**config.mk**
```make
export PLATFORM = sky130hd
export DESIGN_NAME = memory_stage
export DESIGN_NICKNAME = d
export VERILOG_FILES = /design/src/rtl/memory_stage.sv
export SDC_FILE = /design/constraint.sdc
export NUM_CORES = 1
export LEC_CHECK = 0
export ABC_AREA = 0
export BUFFER_PORTS_ARGS = -buffer_cell sky130_fd_sc_hd__buf_2
export CELL_PAD_IN_SITES_DETAIL_PLACEMENT = 0
export CELL_PAD_IN_SITES_GLOBAL_PLACEMENT = 1
export CORE_ASPECT_RATIO = 2
export CORE_MARGIN = 2
export CORE_UTILIZATION = 37
export DETAILED_ROUTE_END_ITERATION = 8
export PLACE_DENSITY = 0.78
export SYNTH_ARGS = -nofsm -noshare
export SYNTH_HDL_FRONTEND = slang
export SYNTH_SLANG_ARGS = --single-unit
```
**constraint.sdc**
```tcl
create_clock -name clk -period 2.76 [get_ports clk]
set_input_delay 0.552 -clock clk [delete_from_list [all_inputs] [get_ports clk]]
set_output_delay 0.552 -clock clk [all_outputs]
set_load 0.005 [all_outputs]
```
**src/rtl/memory_stage.sv**
```systemverilog
// memory_stage: MIPS-style memory pipeline stage with data-bus response tracking and load extraction
//
// Ports:
//   clk, resetn                       clock, asynchronous active-low reset
//   valid_i, pc_i, inst_i, ctrl_i,
//   result_i, eaddr_i, rdata2_i,
//   waddr_i                           execute-stage register outputs (rdata2_i = old rt)
//   data_data_ok, data_rdata          data-bus response strobe and load word
//   done_o                            current instruction may leave (execute stage's ready)
//   ready_i                           writeback accepts a new instruction
//   fwd_addr, fwd_data, fwd_ok        bypass to earlier stages
//   valid_o, pc_o, inst_o, ctrl_o,
//   waddr_o, result_o                 registered outputs to writeback
//
// Optional feature: define MEM_UNALIGNED_LWLR_EN for LWL/LWR merging; otherwise they return the word.

`ifndef I_MAX
`define I_MEM_R 0
`define I_MEM_W 1
`define I_WEX   2
`define I_LB    3
`define I_LBU   4
`define I_LH    5
`define I_LHU   6
`define I_LW    7
`define I_LWL   8
`define I_LWR   9
`define I_MAX   10
`endif

module memory_stage (
    input  logic              clk,
    input  logic              resetn,
    input  logic              valid_i,
    input  logic [31:0]       pc_i,
    input  logic [31:0]       inst_i,
    input  logic [`I_MAX-1:0] ctrl_i,
    input  logic [31:0]       result_i,
    input  logic [31:0]       eaddr_i,
    input  logic [31:0]       rdata2_i,
    input  logic [4:0]        waddr_i,
    input  logic              data_data_ok,
    input  logic [31:0]       data_rdata,
    output logic              done_o,
    input  logic              ready_i,
    output logic [4:0]        fwd_addr,
    output logic [31:0]       fwd_data,
    output logic              fwd_ok,
    output logic              valid_o,
    output logic [31:0]       pc_o,
    output logic [31:0]       inst_o,
    output logic [`I_MAX-1:0] ctrl_o,
    output logic [4:0]        waddr_o,
    output logic [31:0]       result_o
);
    typedef enum logic [1:0] {IDLE, WAIT, HOLD} state_t;

    state_t      state;
    logic        rbuf_valid;
    logic [31:0] rbuf_data;
    logic [31:0] hold_data;
    logic        mem_op, from_buf, rsp_to_op, buf_take, buf_load;
    logic [31:0] word, lwl, lwr, ld, res;
    logic [4:0]  sh;
    logic [7:0]  b;
    logic [15:0] h;
    logic        unused_bits;

    assign mem_op    = valid_i && (ctrl_i[`I_MEM_R] || ctrl_i[`I_MEM_W]);
    assign from_buf  = state == IDLE && rbuf_valid;
    // A response belongs to the current op when it is waiting, or when an op
    // arrives with an empty buffer and its response lands in the same cycle.
    assign rsp_to_op = data_data_ok && (state == WAIT || (state == IDLE && mem_op && !rbuf_valid));
    assign buf_take  = from_buf && mem_op && ready_i;
    // A full buffer only accepts new data in the cycle it is being drained.
    assign buf_load  = data_data_ok && !rsp_to_op && (!rbuf_valid || buf_take);
    assign done_o    = !mem_op || (resetn && (state == HOLD || from_buf || data_data_ok));

    assign word = state == HOLD ? hold_data : from_buf ? rbuf_data : data_rdata;
    assign sh   = {eaddr_i[1:0], 3'b000};
    assign b    = 8'(word >> sh);
    assign h    = eaddr_i[1] ? word[31:16] : word[15:0];

`ifdef MEM_UNALIGNED_LWLR_EN
    assign lwl = (word << (5'd24 - sh)) | (eaddr_i[1:0] == 2'd3 ? 32'd0 : rdata2_i & (32'hffffffff >> (sh + 5'd8)));
    assign lwr = (word >> sh) | (rdata2_i & ~(32'hffffffff >> sh));
    assign unused_bits = ^eaddr_i[31:2];
`else
    assign lwl = word;
    assign lwr = word;
    assign unused_bits = ^{eaddr_i[31:2], rdata2_i};
`endif

    assign ld = ctrl_i[`I_LB]  ? {{24{b[7]}}, b} :
                ctrl_i[`I_LBU] ? {24'd0, b} :
                ctrl_i[`I_LH]  ? {{16{h[15]}}, h} :
                ctrl_i[`I_LHU] ? {16'd0, h} :
                ctrl_i[`I_LWL] ? lwl :
                ctrl_i[`I_LWR] ? lwr : word;
    assign res = ctrl_i[`I_MEM_R] ? ld : result_i;

    assign fwd_addr = {5{valid_i}} & waddr_i;
    assign fwd_data = res;
    assign fwd_ok   = valid_i && done_o && (ctrl_i[`I_WEX] || ctrl_i[`I_MEM_R]) && waddr_i != 5'd0;

    always_ff @(posedge clk or negedge resetn) begin
        if (!resetn) begin
            state      <= IDLE;
            rbuf_valid <= 1'b0;
            rbuf_data  <= 32'd0;
            hold_data  <= 32'd0;
            valid_o    <= 1'b0;
            pc_o       <= 32'd0;
            inst_o     <= 32'd0;
            ctrl_o     <= '0;
            waddr_o    <= 5'd0;
            result_o   <= 32'd0;
        end else begin
            if (rsp_to_op)
                state <= ready_i ? IDLE : HOLD;
            else if (state == IDLE && mem_op && !rbuf_valid)
                state <= WAIT;
            else if (state == HOLD && ready_i)
                state <= IDLE;
            if (rsp_to_op && !ready_i)
                hold_data <= data_rdata;
            if (buf_take)
                rbuf_valid <= 1'b0;
            if (buf_load) begin
                rbuf_valid <= 1'b1;
                rbuf_data  <= data_rdata;
            end
            if (ready_i) begin
                valid_o  <= valid_i && done_o;
                pc_o     <= pc_i;
                inst_o   <= inst_i;
                ctrl_o   <= ctrl_i;
                waddr_o  <= waddr_i;
                result_o <= res;
            end
        end
    end
endmodule

```
==> results.yml, run 1 <==
outcome:
  status: "complete, but fails checks"
  violations: "negative setup slack"
setup_path:
  cp.required_ps: 2210
  cp.depth: 8
  cp_cell_sequence: "nand2b_4 > o32a_4 > o221ai_4 > mux2i_1 > a222oi_1 > buf_4 > a21oi_2 > buf_2"
  cp-end-kind: "output pin"
  path_buf_inv: 2
  critPathMaxFanout: 6
  worstSetupStartpointType: "register"
  rr_worst_depth: 17
  cp.arrival_ps: 2460
  cpMaxStageDelayCell: "dfrtp_2"
  cp_top_family: "compound AO/OA/AOI/OAI gates"
  crit_type: "register to output pin"
  cpPeakStageDelay_ps: 460
synthesis:
  synth-xor-area-share_pct: 0
  syn_avg_cell_area_um2: 11.5
  ys_types: 51
  yosysTopAreaCellShare_pct: 51.7
  synthSimpleGateAreaFrac_pct: 6.80
  seq_area_frac_synth_pct: 51.7
  yosys.area.top_type: "dfrtp_1"
  yosys-top-cells-area: "dfrtp_1 (52%), mux2_2 (17%), o22ai_1 (4.8%)"
  yosys_warnings: 0
  synth_seq_cells: 179
  synthesis.area_um2: 8660
  yosys.area_share.adder_pct: 0
  synth_mux_area_share_pct: 18.7
  synth-compound-area-share_pct: 18.6
  synth_top_family_by_area: "multiplexers"
  syn-num-nets: 968
  synth_cells: 756
clock_tree:
  h-tree-depth: 4
  cts_root_buf: "clkbuf_16"
  cts_tree: "built"
  cts_buffers: 17
  clkTransAtPathRegs_ps: 70
  cts_sinks: 179
  clk_path_buf_depth: 2
  cts_hold_buffers: 0
  clkLatencyLatePin_ps: 440
floorplan:
  die_w_um: 112
  core.rowCount: 79
  io_pins: 363
  dieArea_um2: 24700
  core_um2: 23100
  start_util_pct: 37.5
  fp.dieH_um: 220
power:
  leakagePower_nw: 5.64
  p_per_area_nw_per_um2: 835
  irDropWorstVdd_v: 0.000576
placed_design:
  dp_slack_ps: 57.3
  globalplace.congestion: 0.842
  place_inst: 1330
  port-buffer-count: 300
  post-dp-hpwl_um: 20600
timing:
  tns_ps: -6270
  worst_clock_skew_ps: 14.9
  setup_ws_ps: -249
  finalHoldViolCount: 0
  fin_crit_sh_pct: 109
  tightest_slew_ps: 1050
  rsz0062_at_grt: "true"
  maxSlewViolCount: 0
  fin_crit_ps: 3010
  setup_violations: 32
  fin_hold_ws_ps: 249
  relSlewSlack_pct: 30.0
  fmax_mhz: 332
grt:
  grt_max_degree: 116
  grt-ovfl-total: 0
  grt_busiest_layer: "met2"
  grt_util_met2_pct: 40.0
  antenna_found_initial: 5
  grt_pass1_wl_um: 43900
  grt_pass1_vias: 7809
  use_met1_pct: 24.3
  use_met3_pct: 5.89
  grtUsageTotal_pct: 23.1
finish:
  areaGrowthSynthToFinish_pct: 43.5
  final_common_cell: "buf_2"
  fill_cells: 2044
  final_cell_mix: "buf_2 (298), dfrtp_1 (176), mux2_2 (133)"
  nets: 1328
  final_cells: 1417
  final_util_pct: 53.7
  drive_gt1_share_pct: 58.3
route:
  drt_wl_total_um: 29500
  postRouteAntennaNets: 0
  drt_iter0_markers: 461
  vias_per_cell: 5.47
  drtPass1Iterations: 6
  drt_drc_violations_left: 0
  vias: 7749
  routedWlPerCell_um: 20.8
min_path:
  hold_class: "input port to asynchronous set/reset pin"
flow_run:
  cap_violations: 0
==> where the power goes <==
part / switching (mW) / total [mW] / internal, mW
logic: 1.90 / 4.04 / 2.13
clock network: 1.10 / 2.62 / 1.52
registers: 0.402 / 3.72 / 3.32
==> sequential cells by signal, summed over array words and instances, names as in the netlist <==
signal / flops
ctrl_o: 10
rbuf_data: 32
result_o: 32
waddr_o: 5
inst_o: 32
pc_o: 32
rbuf_valid: 1
valid_o: 1
state: 2
hold_data: 32
==> final timing paths <==
path | end | slack [ps] | startpoint
worst max-delay path | fwd_data[7] | -250 | state[0]
worst min-delay path | pc_o[20] | 250 | resetn
worst max register to register | result_o[1] | 40 | state[1]
worst min register to register | ctrl_o[0] | 480 | ctrl_o[0]
max in group asynchronous | state[1] | 1810 | resetn
min in group clk | pc_o[0] | 330 | pc_i[0]
==> cell families after synthesis <==
group	after synthesis
compound gates	234
simple gates	131
mux	144
buf+inv	68
flops	179
==> what timing repair did <==
action | CTS | global route
pin swaps | 33 | 38
gates resized for setup | 70 | 49
endpoints found under the setup margin | 32 | 32
gates cloned | 7 | 0
buffers inserted | 35 | 13
==> layout make-up <==
class                      count  area [µm²]  share of cell area [%]
multi-input combinational    511        4360                    35.1
clock inverter                11         168                    1.35
clock buffer                  21         470                    3.78
tap                          283         354                    2.85
sequential                   179        4480                    36.1
antenna                        5        12.5                   0.101
inverter                       7        33.8                   0.272
timing repair buffer         400        2550                    20.5
==> cell usage after synthesis (all sizes together) <==
| library cell | instances |
|---|---|
| nand3 | 9 |
| or2 | 2 |
| or3 | 8 |
| mux2 | 142 |
| o22ai | 66 |
| a2bb2o | 1 |
| nand2 | 52 |
| o221a | 8 |
| o2111ai | 1 |
| nand2b | 3 |
| nand3b | 1 |
| o21a | 2 |
| o211ai | 7 |
| a21oi | 20 |
| o21ai | 31 |
| mux2i | 2 |
| o221ai | 1 |
| or4 | 1 |
| a31oi | 43 |
| nor2 | 43 |
| a211o | 1 |
| clkbuf | 27 |
| a222oi | 1 |
| and2 | 8 |
| dfrtp | 179 |
| a221oi | 8 |
| nand4 | 1 |
| a211oi | 11 |
| or2b | 1 |
| o32a | 4 |
| o22a | 11 |
| nor3 | 2 |
| inv | 7 |
| buf | 34 |
| a21o | 16 |
| a21boi | 2 |
==> layer usage <==
layer	share of wire, %	wire length [µm]
met4	6.8	2000
met5	0.037	11
met3	5.8	1710
met1	35	10400
met2	52	15400
==> per-stage QoR <==
stage          area (µm²)  power [mW]
2_1_floorplan        8660        5.52
3_3_place_gp        10700        6.71
3_5_place_dp        10700        6.78
4_1_cts             12100        10.2
5_1_grt             12400        10.9
6_report            12400        10.4
Note: power is estimated with default switching activity, not from simulation.
==> run 2: changes to the inputs <==
==> constraint.sdc (replaced) <==
create_clock -name clk -period 2.95 [get_ports clk]
set_input_delay 0.59 -clock clk [delete_from_list [all_inputs] [get_ports clk]]
set_output_delay 0.59 -clock clk [all_outputs]
set_load 0.005 [all_outputs]
==> run 2 against run 1 <==
The flow still finishes with violations (negative setup slack). Sequential cell count unchanged. Final area is 6.0% lower. Utilization shrank 3.2 points. Register-to-register slack improved by 690 ps. Worst hold slack got worse by 6.0 ps. Clock skew down 2.8 ps.
==> results.yml, run 2 (synthesized netlist as in run 1, its figures left out) <==
timing:
  worst_clock_skew_ps: 12.1
  fmax_mhz: 328
  setup_violations: 25
  fin_crit_sh_pct: 103
  fin_crit_ps: 3050
  relSlewSlack_pct: 50.5
  maxSlewViolCount: 0
  rsz0062_at_grt: "true"
  setup_ws_ps: -95.4
  tightest_slew_ps: 743
  finalHoldViolCount: 0
power:
  leakagePower_nw: 5.32
  total_power_mw: 9.07
  p_per_area_nw_per_um2: 776
  irDropWorstVdd_v: 0.000474
clock_tree:
  cts_hold_buffers: 0
  h-tree-depth: 4
  cts_buffers: 17
  clkLatencyLatePin_ps: 450
  cts_tree: "built"
  cts_root_buf: "clkbuf_16"
  clk_path_buf_depth: 2
  cts_sinks: 179
  clkTransAtPathRegs_ps: 70
grt:
  antenna_found_initial: 6
  grt_pass1_vias: 7323
  grtUsageTotal_pct: 21.6
  grt_max_degree: 126
  grt_pass1_wl_um: 40900
  grt-ovfl-total: 0
finish:
  nets: 1281
  final_cells: 1368
  areaGrowthSynthToFinish_pct: 34.9
  final_common_cell: "buf_2"
  final_cell_mix: "buf_2 (298), dfrtp_1 (176), mux2_2 (133)"
  drive_gt1_share_pct: 52.8
  final_area_um2: 11700
floorplan:
  io_pins: 363
  core.rowCount: 79
  fp.dieH_um: 220
  die_w_um: 112
  dieArea_um2: 24700
  start_util_pct: 37.5
  core_um2: 23100
setup_path:
  cp.arrival_ps: 2460
  r2r_setup_slack_ps: 730
  path_buf_inv: 3
  cp_cell_sequence: "buf_4 > o32a_4 > o2111ai_4 > a211oi_4 > a211oi_4 > buf_12 > a31oi_1 > buf_2"
  cpPeakStageDelay_ps: 480
  worstSetupStartpointType: "register"
  cp-end-kind: "output pin"
  crit_top_cell: "a211oi_4"
  cpMaxStageDelayCell: "dfrtp_2"
  crit_type: "register to output pin"
  critPathMaxFanout: 15
  cp_top_family: "compound AO/OA/AOI/OAI gates"
  cp.required_ps: 2360
route:
  drt_drc_violations_left: 0
  postRouteAntennaNets: 0
  vias: 7499
  vias_per_cell: 5.48
  routedWlPerCell_um: 20.4
  drt_iter0_markers: 472
  drt_wl_total_um: 27900
  drtPass1Iterations: 4
outcome:
  status: "complete, but fails checks"
  violations: "negative setup slack"
placed_design:
  globalplace.congestion: 0.827
  post-dp-hpwl_um: 20000
  place_inst: 1313
  placed_cell_area_um2: 10600
  port-buffer-count: 300
min_path:
  hold_class: "input port to asynchronous set/reset pin"
flow_run:
  cap_violations: 0
run 2: layout make-up:
cell class                 count  area (µm²)
clock inverter                10         150
fill                        2156       11400
tap                          283         354
inverter                       7        33.8
sequential                   179        4480
antenna                        4        10.0
clock buffer                  21         460
multi-input combinational    509        4030
timing repair buffer         355        2160
run 2: worst register-to-register path: cells and delay by family (launching register included):
| family | cells | cell delay [ps] |
|---|---|---|
| AO/OA/AOI/OAI | 5 | 1020 |
| buffers and inverters | 3 | 600 |
| flip-flops | 1 | 480 |
run 2: metal layers:
layer  wire [µm]  global-route usage, %
met5           7                      0
met4        1320                   12.6
met3        1600                   5.97
met2       14900                   37.4
met1       10100                   23.4
run 2: power breakdown:
part           leakage (nW)  switching (mW)  total (mW)  internal, mW
sequential             2.09           0.344        3.45          3.10
combinational          2.94            1.58        3.25          1.67
clock                 0.288           0.988        2.37          1.38
total                  5.32            2.91        9.07          6.16
run 2: path summary, 6_finish.rpt:
| check | startpoint | to | cells after the start |
|---|---|---|---|
| max | state[1] | fwd_data[17] | 8 |
| min in group clk | pc_i[29] | pc_o[29] | 2 |
| max in group asynchronous | resetn | inst_o[29] | 2 |
| min | resetn | result_o[11] | 2 |
| max reg2reg | state[1] | result_o[18] | 8 |
| min reg2reg | rbuf_data[8] | rbuf_data[8] | 1 |
run 2: what timing repair did:
action | CTS | global route
buffers inserted | 7 | 8
hold endpoints to repair | 0 | 0
gates cloned | 1 | 4
gates resized for setup | 16 | 26
setup endpoints to repair | 32 | 32
pin swaps | 8 | 22
run 2: per-stage QoR:
stage                     setup WS [ps]  util (%)  setup TNS [ps]  hold slack, ps
after global routing               -209      50.5           -5020             278
final                             -95.4      50.5           -1450             243
after CTS                          -125      49.1           -2030             324
after detailed placement            161      45.8               0             468
after floorplan                     528         -               0             294
after global placement              190      45.8               0             459
